==> src/rtl/neuron_sequencer_if.sv <==
// Spike event stream from the sequencer to the downstream consumer.
// Valid/ready handshake; spk_id is meaningful only while spk_valid is high.
interface neuron_sequencer_if #(
  parameter int ID_W = 2
) ();
  logic            spk_valid;
  logic            spk_ready;
  logic [ID_W-1:0] spk_id;

  modport master (output spk_valid, output spk_id, input spk_ready);
  modport slave  (input spk_valid, input spk_id, output spk_ready);
endinterface

==> src/rtl/neuron_sequencer.sv <==
// Time-multiplexes one external neuron over N_NEURONS stored states, then streams spike ids.
// Timestep latency 2*N_NEURONS+1 cycles; each cycle spk_ready is low on a pending event adds one.
module neuron_sequencer #(
  parameter  int N_STAGE   = 2,
  parameter  int N_NEURONS = 4,
  parameter  int ID_W      = 2,
  localparam int WX        = 2**N_STAGE,
  localparam int UW        = N_STAGE + 2
) (
  input  logic                 clk,
  input  logic                 rst,
  input  logic                 start,
  input  logic                 clear,
  input  logic [WX-1:0]        x_in,
  input  logic [2:0]           shift_in,
  input  logic [UW-1:0]        minus_teta_in,
  input  logic                 w_wr_en,
  input  logic [ID_W-1:0]      w_wr_addr,
  input  logic [WX-1:0]        w_wr_data,
  output logic [WX-1:0]        nrn_w,
  output logic [WX-1:0]        nrn_x,
  output logic [2:0]           nrn_shift,
  output logic [UW-1:0]        nrn_previus_u,
  output logic [UW-1:0]        nrn_minus_teta,
  output logic                 nrn_was_spike,
  input  logic [UW-1:0]        nrn_u_out,
  input  logic                 nrn_is_spike,
  neuron_sequencer_if.master   spk,
  output logic [N_NEURONS-1:0] spike_vec,
  output logic                 busy,
  output logic                 done
);

  typedef enum logic [1:0] {IDLE, EVAL, EMIT, DONE} state_t;

  localparam logic [ID_W:0]   N_LIM = (ID_W + 1)'(N_NEURONS);
  localparam logic [ID_W-1:0] LAST  = ID_W'(N_NEURONS - 1);

  state_t               state, state_d;
  logic [ID_W-1:0]      idx;
  logic [WX-1:0]        w_q [N_NEURONS];
  logic [UW-1:0]        u_q [N_NEURONS];
  logic [N_NEURONS-1:0] spk_q;
  logic [WX-1:0]        x_q;
  logic [2:0]           shift_q;
  logic [UW-1:0]        teta_q;
  logic                 last;
  logic                 emit_vld;
  logic                 emit_adv;
  logic                 wr_ok;

  assign last  = (idx == LAST);
  assign wr_ok = w_wr_en && ({1'b0, w_wr_addr} < N_LIM);

  assign nrn_w          = w_q[idx];
  assign nrn_x          = x_q;
  assign nrn_shift      = shift_q;
  assign nrn_previus_u  = u_q[idx];
  assign nrn_minus_teta = teta_q;
  assign nrn_was_spike  = spk_q[idx];

  assign spk.spk_valid = emit_vld;
  assign spk.spk_id    = idx;
  assign busy          = (state != IDLE);
  assign done          = (state == DONE);

  always_comb begin
    state_d  = state;
    emit_vld = 1'b0;
    emit_adv = 1'b0;
    unique case (state)
      IDLE: if (start && !clear) state_d = EVAL;
      EVAL: if (last) state_d = EMIT;
      EMIT: begin
        // Silent neurons are skipped without a handshake; spiking ones wait for ready.
        emit_vld = spk_q[idx];
        emit_adv = !spk_q[idx] || spk.spk_ready;
        if (emit_adv && last) state_d = DONE;
      end
      DONE:    state_d = IDLE;
      default: state_d = IDLE;
    endcase
  end

  always_ff @(posedge clk or posedge rst) begin
    if (rst) begin
      state     <= IDLE;
      idx       <= '0;
      spk_q     <= '0;
      spike_vec <= '0;
      x_q       <= '0;
      shift_q   <= '0;
      teta_q    <= '0;
      for (int i = 0; i < N_NEURONS; i++) begin
        w_q[i] <= '0;
        u_q[i] <= '0;
      end
    end else begin
      state <= state_d;
      unique case (state)
        IDLE: begin
          if (wr_ok) w_q[w_wr_addr] <= w_wr_data;
          if (clear) begin
            spk_q <= '0;
            for (int i = 0; i < N_NEURONS; i++) u_q[i] <= '0;
          end else if (start) begin
            x_q     <= x_in;
            shift_q <= shift_in;
            teta_q  <= minus_teta_in;
            idx     <= '0;
          end
        end
        EVAL: begin
          u_q[idx]   <= nrn_u_out;
          spk_q[idx] <= nrn_is_spike;
          idx        <= last ? '0 : idx + ID_W'(1);
        end
        EMIT: begin
          if (emit_adv) begin
            idx <= last ? '0 : idx + ID_W'(1);
            // Publish on entry to DONE so spike_vec is valid alongside the done pulse.
            if (last) spike_vec <= spk_q;
          end
        end
        default: ;
      endcase
    end
  end

endmodule

==> src/flat_wrapper.sv <==
// flat-port wrapper written by rule: the top's interface ports become plain ports
module neuron_sequencer_flat 
#(
  parameter  int N_STAGE   = 2,
  parameter  int N_NEURONS = 4,
  parameter  int ID_W      = 2,
  localparam int WX        = 2**N_STAGE,
  localparam int UW        = N_STAGE + 2
)
  (clk, rst, start, clear, x_in, shift_in, minus_teta_in, w_wr_en, w_wr_addr, w_wr_data, nrn_w, nrn_x, nrn_shift, nrn_previus_u, nrn_minus_teta, nrn_was_spike, nrn_u_out, nrn_is_spike, spike_vec, busy, done, spk_spk_valid, spk_spk_id, spk_spk_ready);
  neuron_sequencer_if #(.ID_W(ID_W)) spk_i ();
  input  logic clk;
  input  logic rst;
  input  logic start;
  input  logic clear;
  input  logic [WX-1:0] x_in;
  input  logic [2:0] shift_in;
  input  logic [UW-1:0] minus_teta_in;
  input  logic w_wr_en;
  input  logic [ID_W-1:0] w_wr_addr;
  input  logic [WX-1:0] w_wr_data;
  output logic [WX-1:0] nrn_w;
  output logic [WX-1:0] nrn_x;
  output logic [2:0] nrn_shift;
  output logic [UW-1:0] nrn_previus_u;
  output logic [UW-1:0] nrn_minus_teta;
  output logic nrn_was_spike;
  input  logic [UW-1:0] nrn_u_out;
  input  logic nrn_is_spike;
  output logic [N_NEURONS-1:0] spike_vec;
  output logic busy;
  output logic done;
  output wire logic [$bits(spk_i.spk_valid)-1:0] spk_spk_valid;
  output wire logic [$bits(spk_i.spk_id)-1:0] spk_spk_id;
  input wire logic [$bits(spk_i.spk_ready)-1:0] spk_spk_ready;
  assign spk_spk_valid = spk_i.spk_valid;
  assign spk_spk_id = spk_i.spk_id;
  assign spk_i.spk_ready = spk_spk_ready;
  neuron_sequencer #(.N_STAGE(N_STAGE), .N_NEURONS(N_NEURONS), .ID_W(ID_W)) u_core (.clk(clk), .rst(rst), .start(start), .clear(clear), .x_in(x_in), .shift_in(shift_in), .minus_teta_in(minus_teta_in), .w_wr_en(w_wr_en), .w_wr_addr(w_wr_addr), .w_wr_data(w_wr_data), .nrn_w(nrn_w), .nrn_x(nrn_x), .nrn_shift(nrn_shift), .nrn_previus_u(nrn_previus_u), .nrn_minus_teta(nrn_minus_teta), .nrn_was_spike(nrn_was_spike), .nrn_u_out(nrn_u_out), .nrn_is_spike(nrn_is_spike), .spk(spk_i), .spike_vec(spike_vec), .busy(busy), .done(done));
endmodule
==> config.mk <==
export PLATFORM = sky130hd
export DESIGN_NAME = neuron_sequencer_flat
export DESIGN_NICKNAME = d
export VERILOG_FILES = /design/src/rtl/neuron_sequencer_if.sv /design/src/rtl/neuron_sequencer.sv /design/src/flat_wrapper.sv
export SDC_FILE = /design/constraint.sdc
export NUM_CORES = 1
export LEC_CHECK = 0
export CORE_MARGIN = 2
export CORE_UTILIZATION = 50
export CTS_CLUSTER_SIZE = 30
export DETAILED_ROUTE_END_ITERATION = 12
export PLACE_DENSITY = 0.75
export SKIP_CTS_REPAIR_TIMING = 1
export SLEW_MARGIN = 30
export SYNTH_ARGS = -nofsm -noshare
export SYNTH_HDL_FRONTEND = slang
export SYNTH_SLANG_ARGS = --single-unit
==> constraint.sdc <==
create_clock -name clk -period 3.1 [get_ports clk]
set_input_delay 0.93 -clock clk [delete_from_list [all_inputs] [get_ports clk]]
set_output_delay 0.93 -clock clk [all_outputs]
set_load 0.05 [all_outputs]
==> impl_metrics.py <==
metrics = {
    "timing": {
        "maxSlewHeadroom_pct": 62.6,
        "finalCritPeriodShare_pct": 94.9,
        "clock_skew_ns": 0.0120,
        "final_max_slew_viol_count": 0,
        "rsz0062_at_grt": "no",
        "hold_viol": 0,
        "fmax_mhz": 340,
        "fin_setup_tns_ns": 0,
        "fin_crit_ns": 2.94,
        "hold_ws_ns": 0.511,
        "tightestPinTransition_ns": 0.560,
        "finalSetupViolations": 0,
        "setup_ws_ns": 0.159,
    },
    "setup_path": {
        "r2r_end": "u_core.spike_vec[1]$_DFFE_PP0P_",
        "r2r_cells": 4,
        "rrSetupSlack_ns": 1.09,
        "reg2reg_from": "u_core.spk.spk_id[1]$_DFFE_PP0P_",
        "slowest_delay_ns": 0.82,
        "crit_fanout": 4,
        "crit_type": "reg -> out",
        "worstPathArrival_ns": 2.01,
        "worstSetupStartpointType": "flip-flop",
        "crit_required_ns": 2.17,
        "crit_chain": "inv_1 -> ha_1 -> inv_2 -> clkdlybuf4s50_1",
        "crit_slowest_cell": "clkdlybuf4s50_1",
        "crit_path_end_kind": "output port",
    },
    "floorplanning": {
        "initial_core_util_pct": 52.6,
        "die_h_um": 80.8,
        "fp.dieW_um": 80.8,
        "dieArea_mm2": 0.00653,
        "num_rows": 27,
        "coreArea_mm2": 0.00561,
        "io_pins": 57,
    },
    "synth": {
        "yosysWarnings": 0,
        "ys_types": 40,
        "syn_avg_cell_area_um2": 11.7,
        "seq_area_frac_synth_pct": 46.6,
        "synthesis.area_mm2": 0.00295,
        "ys_seq_elements": 55,
        "postSynthCellCount": 252,
        "synth_fp_nets": 289,
    },
    "hold_path": {
        "holdPathStages": 1,
        "min_to": "u_core.w_q[9]$_DFFE_PP0P_",
        "min-delay-start": "u_core.w_q[9]$_DFFE_PP0P_",
        "min_path_type": "reg -> reg",
    },
    "pwr": {
        "p_per_area_mw_per_mm2": 1100,
        "ir_drop_uv": 621,
        "p_leak_nw": 1.58,
    },
    "finish": {
        "syn_to_final_growth_pct": 24.4,
        "postLayoutCellArea_mm2": 0.00367,
        "fillers": 472,
        "n_antenna_cell": 0,
        "final_util_pct": 65.5,
        "nets": 344,
        "drive_above_1_share_pct": 22.1,
    },
    "drt": {
        "drtIter0Drc": 105,
        "post_drt_wl_per_cell_um": 16.3,
        "first_pass_iters": 4,
        "drcViolationCount": 0,
        "wirelength_um": 6190,
        "vias_per_cell": 5.62,
        "num_vias": 2137,
        "ant_nets": 0,
    },
    "global_routing": {
        "overflow": 0,
        "grtUsageTotal_pct": 20.8,
        "grt_pass1_vias": 2252,
        "grt_start_max_net_pins": 40,
        "grt_pass1_wl_um": 10400,
        "antenna_found_initial": 0,
    },
    "clocking": {
        "cts.sinks": 55,
        "numCtsBuffers": 5,
        "tritoncts": "done",
        "htreeDepth": 2,
        "cts_root_buf": "clkbuf_8",
        "clock_latency_ns": 0.32,
        "cts_buffer_depth": 2,
        "clk_pin_slew_ns": 0.11,
    },
    "placement": {
        "gp_congestion": 0.838,
        "numPortBuffers": 56,
        "post_dp_cell_area_mm2": 0.00358,
        "place_ws_ns": 0.378,
        "place_hpwl_um": 4480,
    },
    "outcome": {
        "status": "finished clean",
    },
    "job": {
        "max_cap_violations": 0,
    },
}
==> through the flow <==
stage          power [mW]  instances
2_1_floorplan        2.96        252
3_5_place_dp         3.63        372
5_1_grt              4.29        380
4_1_cts              4.06        380
3_3_place_gp         3.57        372
6_report             4.03        380
==> worst max-delay path, delay by kind of cell, from the launching register on <==
kind / cells / cell delay, ns
buffers and inverters: 3 / 1.05
adders and majority gates: 1 / 0.23
DFF: 1 / 0.42
==> cells by family after synthesis <==
| logic type | synth area share (%) |
|---|---|
| AND/OR/NAND/NOR | 8.73 |
| multiplexers | 21.2 |
| adder cells (fa/ha/maj) | 3.82 |
| buffers and inverters | 5.34 |
| AO/OA/AOI/OAI | 14.3 |
| flip-flops | 46.6 |
==> layer usage <==
layer  wire (um)  GRT usage, %
met1        2690          24.1
met2        2960          35.5
met3         427          7.44
met4         105          7.80
met5           0             0
==> final cells by class <==
class | count | area [um2] | area share (%)
clock buffer | 5 | 68.8 | 1.87
timing repair buffer | 62 | 606 | 16.5
inverter | 22 | 82.6 | 2.25
clock inverter | 3 | 26.3 | 0.716
tap | 72 | 90.1 | 2.45
sequential | 55 | 1380 | 37.5
multi-input combinational | 161 | 1420 | 38.7
==> layout by cell type, fill, tap and decap left out, drive strengths merged, types with 2 or more instances in the layout <==
cell type / n
a22o: 10
a22oi: 9
a31oi: 6
buf: 16
clkbuf: 5
clkdlybuf4s50: 46
dfrtp: 55
ha: 9
inv: 24
mux2: 32
mux2i: 5
mux4: 8
nand2: 6
nand2b: 2
nand3: 18
nand4: 2
nor2: 4
nor2b: 8
o21a: 4
o21ai: 26
o221ai: 2
==> state kept, by name (all words and copies together), names as in the netlist <==
name and flops:
u_core.w_q 16, u_core.spike_vec 4, u_core.spk_q 4, u_core.spk.spk_id 2
u_core.nrn_x 4, u_core.u_q 16, u_core.nrn_minus_teta 4, u_core.nrn_shift 3
u_core.state 2
==> Yosys cell counts, drive strengths merged <==
cell,instances,share of area [%]
dfrtp,55,47
mux2,32,12
o21ai,26,4.5
inv,22,2.8
nand3,18,3.1
a22o,10,3.0
a22oi,9,2.3
ha,9,3.8
mux4,8,7.1
nor2b,8,1.7
buf,7,1.3
clkbuf,7,1.2
a31oi,6,1.3
nand2,6,0.85
mux2i,5,1.7
nor2,4,0.85
o21a,4,1.0
nand2b,2,0.42
nand4,2,0.42
o221ai,2,1.0
a21oi,1,0.30
and2,1,0.21
and3,1,0.21
nand4b,1,0.30
nor3,1,0.17
o211ai,1,0.25
o22a,1,0.34
o32a,1,0.34
or2,1,0.30
or2b,1,0.25
==> power by group <==
group | internal (mW) | switching (mW) | total (mW)
Sequential | 1.02 | 0.201 | 1.23
Clock | 0.167 | 0.257 | 0.424
Combinational | 0.940 | 1.44 | 2.38
==> worst max path at each step <==
stage / start / end / slack [ns] / cells after the start
final: u_core.state[0]$_DFFE_PP0P_ / busy / 0.16 / 4
after global routing: u_core.state[0]$_DFFE_PP0P_ / busy / 0.08 / 4
after CTS: u_core.state[0]$_DFFE_PP0P_ / busy / 0.15 / 4
after detailed placement: clear / u_core.u_q[2]$_DFFE_PP0P_ / 0.38 / 5
after global placement: clear / u_core.u_q[2]$_DFFE_PP0P_ / 0.44 / 5
after floorplan: u_core.spk.spk_id[1]$_DFFE_PP0P_ / spk_spk_valid / 0.02 / 4
(Power assumes the default switching activity.)
==> RTL change 1: new RTL, config.mk and constraints unchanged <==
`N_STAGE` is set to 2 in 2 places; all go to 3.
--- a/src/rtl/neuron_sequencer.sv
+++ b/src/rtl/neuron_sequencer.sv
@@ -1,7 +1,7 @@
 // Time-multiplexes one external neuron over N_NEURONS stored states, then streams spike ids.
 // Timestep latency 2*N_NEURONS+1 cycles; each cycle spk_ready is low on a pending event adds one.
 module neuron_sequencer #(
-  parameter  int N_STAGE   = 2,
+  parameter  int N_STAGE   = 3,
   parameter  int N_NEURONS = 4,
   parameter  int ID_W      = 2,
   localparam int WX        = 2**N_STAGE,
--- a/src/flat_wrapper.sv
+++ b/src/flat_wrapper.sv
@@ -1,7 +1,7 @@
 // flat-port wrapper written by rule: the top's interface ports become plain ports
 module neuron_sequencer_flat 
 #(
-  parameter  int N_STAGE   = 2,
+  parameter  int N_STAGE   = 3,
   parameter  int N_NEURONS = 4,
   parameter  int ID_W      = 2,
   localparam int WX        = 2**N_STAGE,
Interface: changed (8 resized); port bits go from 57 to 77. No check against the original RTL was run, so the function may have changed too.
==> RTL change 1 against the unedited design <==
Final cell count grew 37%; sequential cell count grew 25; maximum frequency grew 1.6%; non-clock buffer count grew 25; design area grew 38%; area after synthesis grew 37%; worst setup slack gained 0.046 ns; routed wire length grew 46%; core utilization shrank 0.18 points; total power grew 48%; synthesized cell count grew 33%; highest routed layer unchanged.
==> RTL change 1: results (changes against the unedited design) <==
Synth area leaders: dfrtp_1, mux2_2, mux4_2
Number of H-tree branching levels: 3 (+1)
Final wirelength: 9060 um (+46%)
Ant. Diodes: 0 (unchanged)
Post-DP HPWL: 6320 um (+41%)
Worst IR Drop VDD: 0.000718 V (+16%)
Relative slew margins: 54.7% (-7.9 points)
TritonCTS Buffers: 9 (+4)
Final net count: 459 (+33%)
Worst Hold End: u_core.w_q[16]
Vias: 2,993 (+40%)
Reg2reg start: u_core.spk.spk_id[1]
Async set-or-reset flop fraction in the synthesized netlist: 100% (unchanged)
Placed cell area: 4910 um2 (+37%)
Post-Place Worst Slack: 0.560 ns (+0.183 ns)
Status: finished, final reports clean
Post-synth top cells: dfrtp_1, mux2_2, o21ai_0, inv_1, nand3_1
Layout cells sized above 1: 26.6% (+4.5 points)
Worst R2R End: u_core.state[1]
RD Place Congestion: 0.787 (-6.1%)
Clock transition at path regs: 0.08 ns (-0.03 ns)
Leakage: 2.16 nW (+37%)
First-pass GRT wire length: 15,000 um (+45%)
Sequential area share after synthesis: 49.7% (+3.0 points)
Buffers on Ports: 76 (+36%)
Aggregate global-route resource usage: 21.8% (+0.99 points)
Clock Skews: 0.00843 ns (-0.00361 ns)
Largest net degree at the start of global routing: 63 (+57%)
Detailed Route Iter0 Violations: 174 (+66%)
Post-synth cell types: 32 (-20%)
R2r worst-path depth: 6 (+2)
Insertion delay to the later sink of the worst-skew pair: 0.34 ns (+0.02 ns)
R2r setup slk: 0.78 ns (-0.31 ns)
Syn Nets: 383 (+33%)
Synth warn: 0 (unchanged)
Slowest cell on crit path: clkdlybuf4s50_1
HP Start: u_core.w_q[16]
Reg with most FFs: u_core.w_q
Fmax: 345 MHz (+1.6%)
Crit path DAT: 1.96 ns (-0.05 ns)
[RTL change 1: cell types whose count changed in the layout (fill, tap and decap cells not counted), moves of 8 or more]
cell             delta
inv_1              +10
mux4_2             +14
o21ai_0            +11
mux2_2             +21
nand3_1            +10
dfrtp_1            +25
buf_4              +10
mux4_1              -8
clkdlybuf4s50_1    +14
[RTL change 1: worst max-delay path by stage]
| stage | from | endpoint |
|---|---|---|
| floorplan | rst | u_core.nrn_minus_teta[0] |
| global placement | u_core.state[0] | busy |
| detailed placement | u_core.state[0] | busy |
| CTS | u_core.state[0] | busy |
| global route | u_core.state[0] | busy |
| finish | u_core.state[0] | busy |
[RTL change 1: routing by layer]
| metal | track usage [%] | part of all wire, % | vias up |
|---|---|---|---|
| met5 | 0 | 0 | - |
| met2 | 35.1 | 49 | 95 |
| li1 | - | - | 1366 |
| met1 | 30.1 | 44 | 1511 |
| met4 | 7.25 | 2.0 | 0 |
| met3 | 3.93 | 5.2 | 21 |
[RTL change 1: metrics by stage]
stage	util [%]	cells	total power (W)	hold WS (ns)
floorplan	-	336	0.00428	0.474
global placement	63.2	503	0.00521	0.483
detailed placement	63.2	503	0.00532	0.490
CTS	65.3	519	0.00600	0.506
global route	65.3	519	0.00630	0.524
finish	65.3	519	0.00596	0.505
[RTL change 1: final cells by class]
type | instances | area (um2)
well taps | 102 | 128
fillers | 612 | 2700
repair buffers | 87 | 841
multi-input cells | 203 | 1820
flip-flops and latches | 80 | 2000
clock inverters | 4 | 20.0
inverters | 31 | 118
clock buffers | 12 | 145
[RTL change 1: cells by family after synthesis]
family,Yosys count,synth area share (%)
mux,69,23.1
simple gates,48,6.49
fa+ha+maj,9,2.79
buf+inv,53,5.22
compound gates,77,12.7
flops,80,49.7
[RTL change 1: where the power goes]
group / total, W / switching [W] / internal (W)
sequential: 0.00186 / 0.000323 / 0.00154
clock: 0.000669 / 0.000361 / 0.000308
combinational: 0.00343 / 0.00203 / 0.00140
total: 0.00596 / 0.00271 / 0.00325
==> RTL change 2: new RTL, same settings <==
Made on the original files. The 4 states of `state_t` get a one-hot encoding in 4 bits.
--- a/src/rtl/neuron_sequencer.sv
+++ b/src/rtl/neuron_sequencer.sv
@@ -31,7 +31,7 @@
   output logic                 done
 );
 
-  typedef enum logic [1:0] {IDLE, EVAL, EMIT, DONE} state_t;
+  typedef enum logic [3:0] {IDLE = 4'b0001, EVAL = 4'b0010, EMIT = 4'b0100, DONE = 4'b1000} state_t;
 
   localparam logic [ID_W:0]   N_LIM = (ID_W + 1)'(N_NEURONS);
   localparam logic [ID_W-1:0] LAST  = ID_W'(N_NEURONS - 1);
Function: no difference found for any inputs over 10 cycles, from zero or initial values and one cycle with rst high; not proved beyond that.
==> RTL change 2 against the unedited design <==
Area after synthesis shrank 13%; critical path type unchanged; synthesized cell count shrank 32%; sequential cell count grew 2; largest cell class is now sequential cells; highest routed layer unchanged; design area shrank 7.1%; worst setup slack lost 0.0086 ns; routed wire length shrank 8.1%; global-route usage grew 2.1 points.
Power is not compared: it rests on default switching activity, and its combinational part moved more than twofold at a synthesized area within 25%.
==> RTL change 2: results (changes against the unedited design) <==
Status: finished, final reports clean
HP Start: u_core.nrn_minus_teta[3]
Post-DP HPWL: 4060 um (-9.4%)
Worst Path Max Fanout: 6 (+2)
Largest net degree at the start of global routing: 33 (-18%)
Multi-input comb cells: 102 (-37%)
Worst Hold End: u_core.nrn_minus_teta[3]
Fmax: 339 MHz (-0.29%)
Post-Place Worst Slack: 0.475 ns (+0.0977 ns)
Placed cell area: 3180 um2 (-11%)
Vias in the first global route: 1,857 (-18%)
Clock transition at path regs: 0.06 ns (-0.05 ns)
Fraction of area in registers: 41.9% (+4.4 points)
First-pass GRT wire length: 9240 um (-11%)
Register area: 1430 um2 (+3.7%)
Die Wd: 75.6 um (-6.4%)
Met1 Use GR: 29.2% (+5.1 points)
Met3 layer usage reported by global route: 4.76% (-2.7 points)
Routed length on met2: 2960 um (-0.10%)
Reg2reg start: u_core.spk.spk_id[0]
Worst setup path start: u_core.state[0]
Final wirelength: 5690 um (-8.1%)
Met3 Wirelength: 269 um (-37%)
Area of the multi-input gates: 1070 um2 (-25%)
RD Place Congestion: 0.811 (-3.2%)
Synth area leaders: dfrtp_1, mux2_2, mux4_2
Layout fillers: 348 (-26%)
[RTL change 2: logic make-up after synthesis]
| family | after synthesis | synth area share [%] |
|---|---|---|
| AO/OA/AOI/OAI | 29 | 9.17 |
| XOR/XNOR | 1 | 0.342 |
| adder cells (fa/ha/maj) | 4 | 1.95 |
| buffers and inverters | 12 | 2.63 |
| flip-flops | 57 | 55.7 |
| multiplexers | 40 | 22.1 |
| AND/OR/NAND/NOR | 28 | 8.15 |
[RTL change 2: metrics by stage]
step	std cells	power, W	hold slack [ns]
6_report	310	0.00248	0.491
5_1_grt	310	0.00258	0.520
4_1_cts	310	0.00250	0.492
3_5_place_dp	294	0.00171	0.478
3_3_place_gp	294	0.00168	0.466
2_1_floorplan	171	0.00145	0.461
[RTL change 2: worst max-delay path, cell delays in order, from the launching register on]
cell and delay (ns):
dfstp_2 0.57, nor4b_4 0.33, inv_1 0.07, clkdlybuf4s50_1 0.71
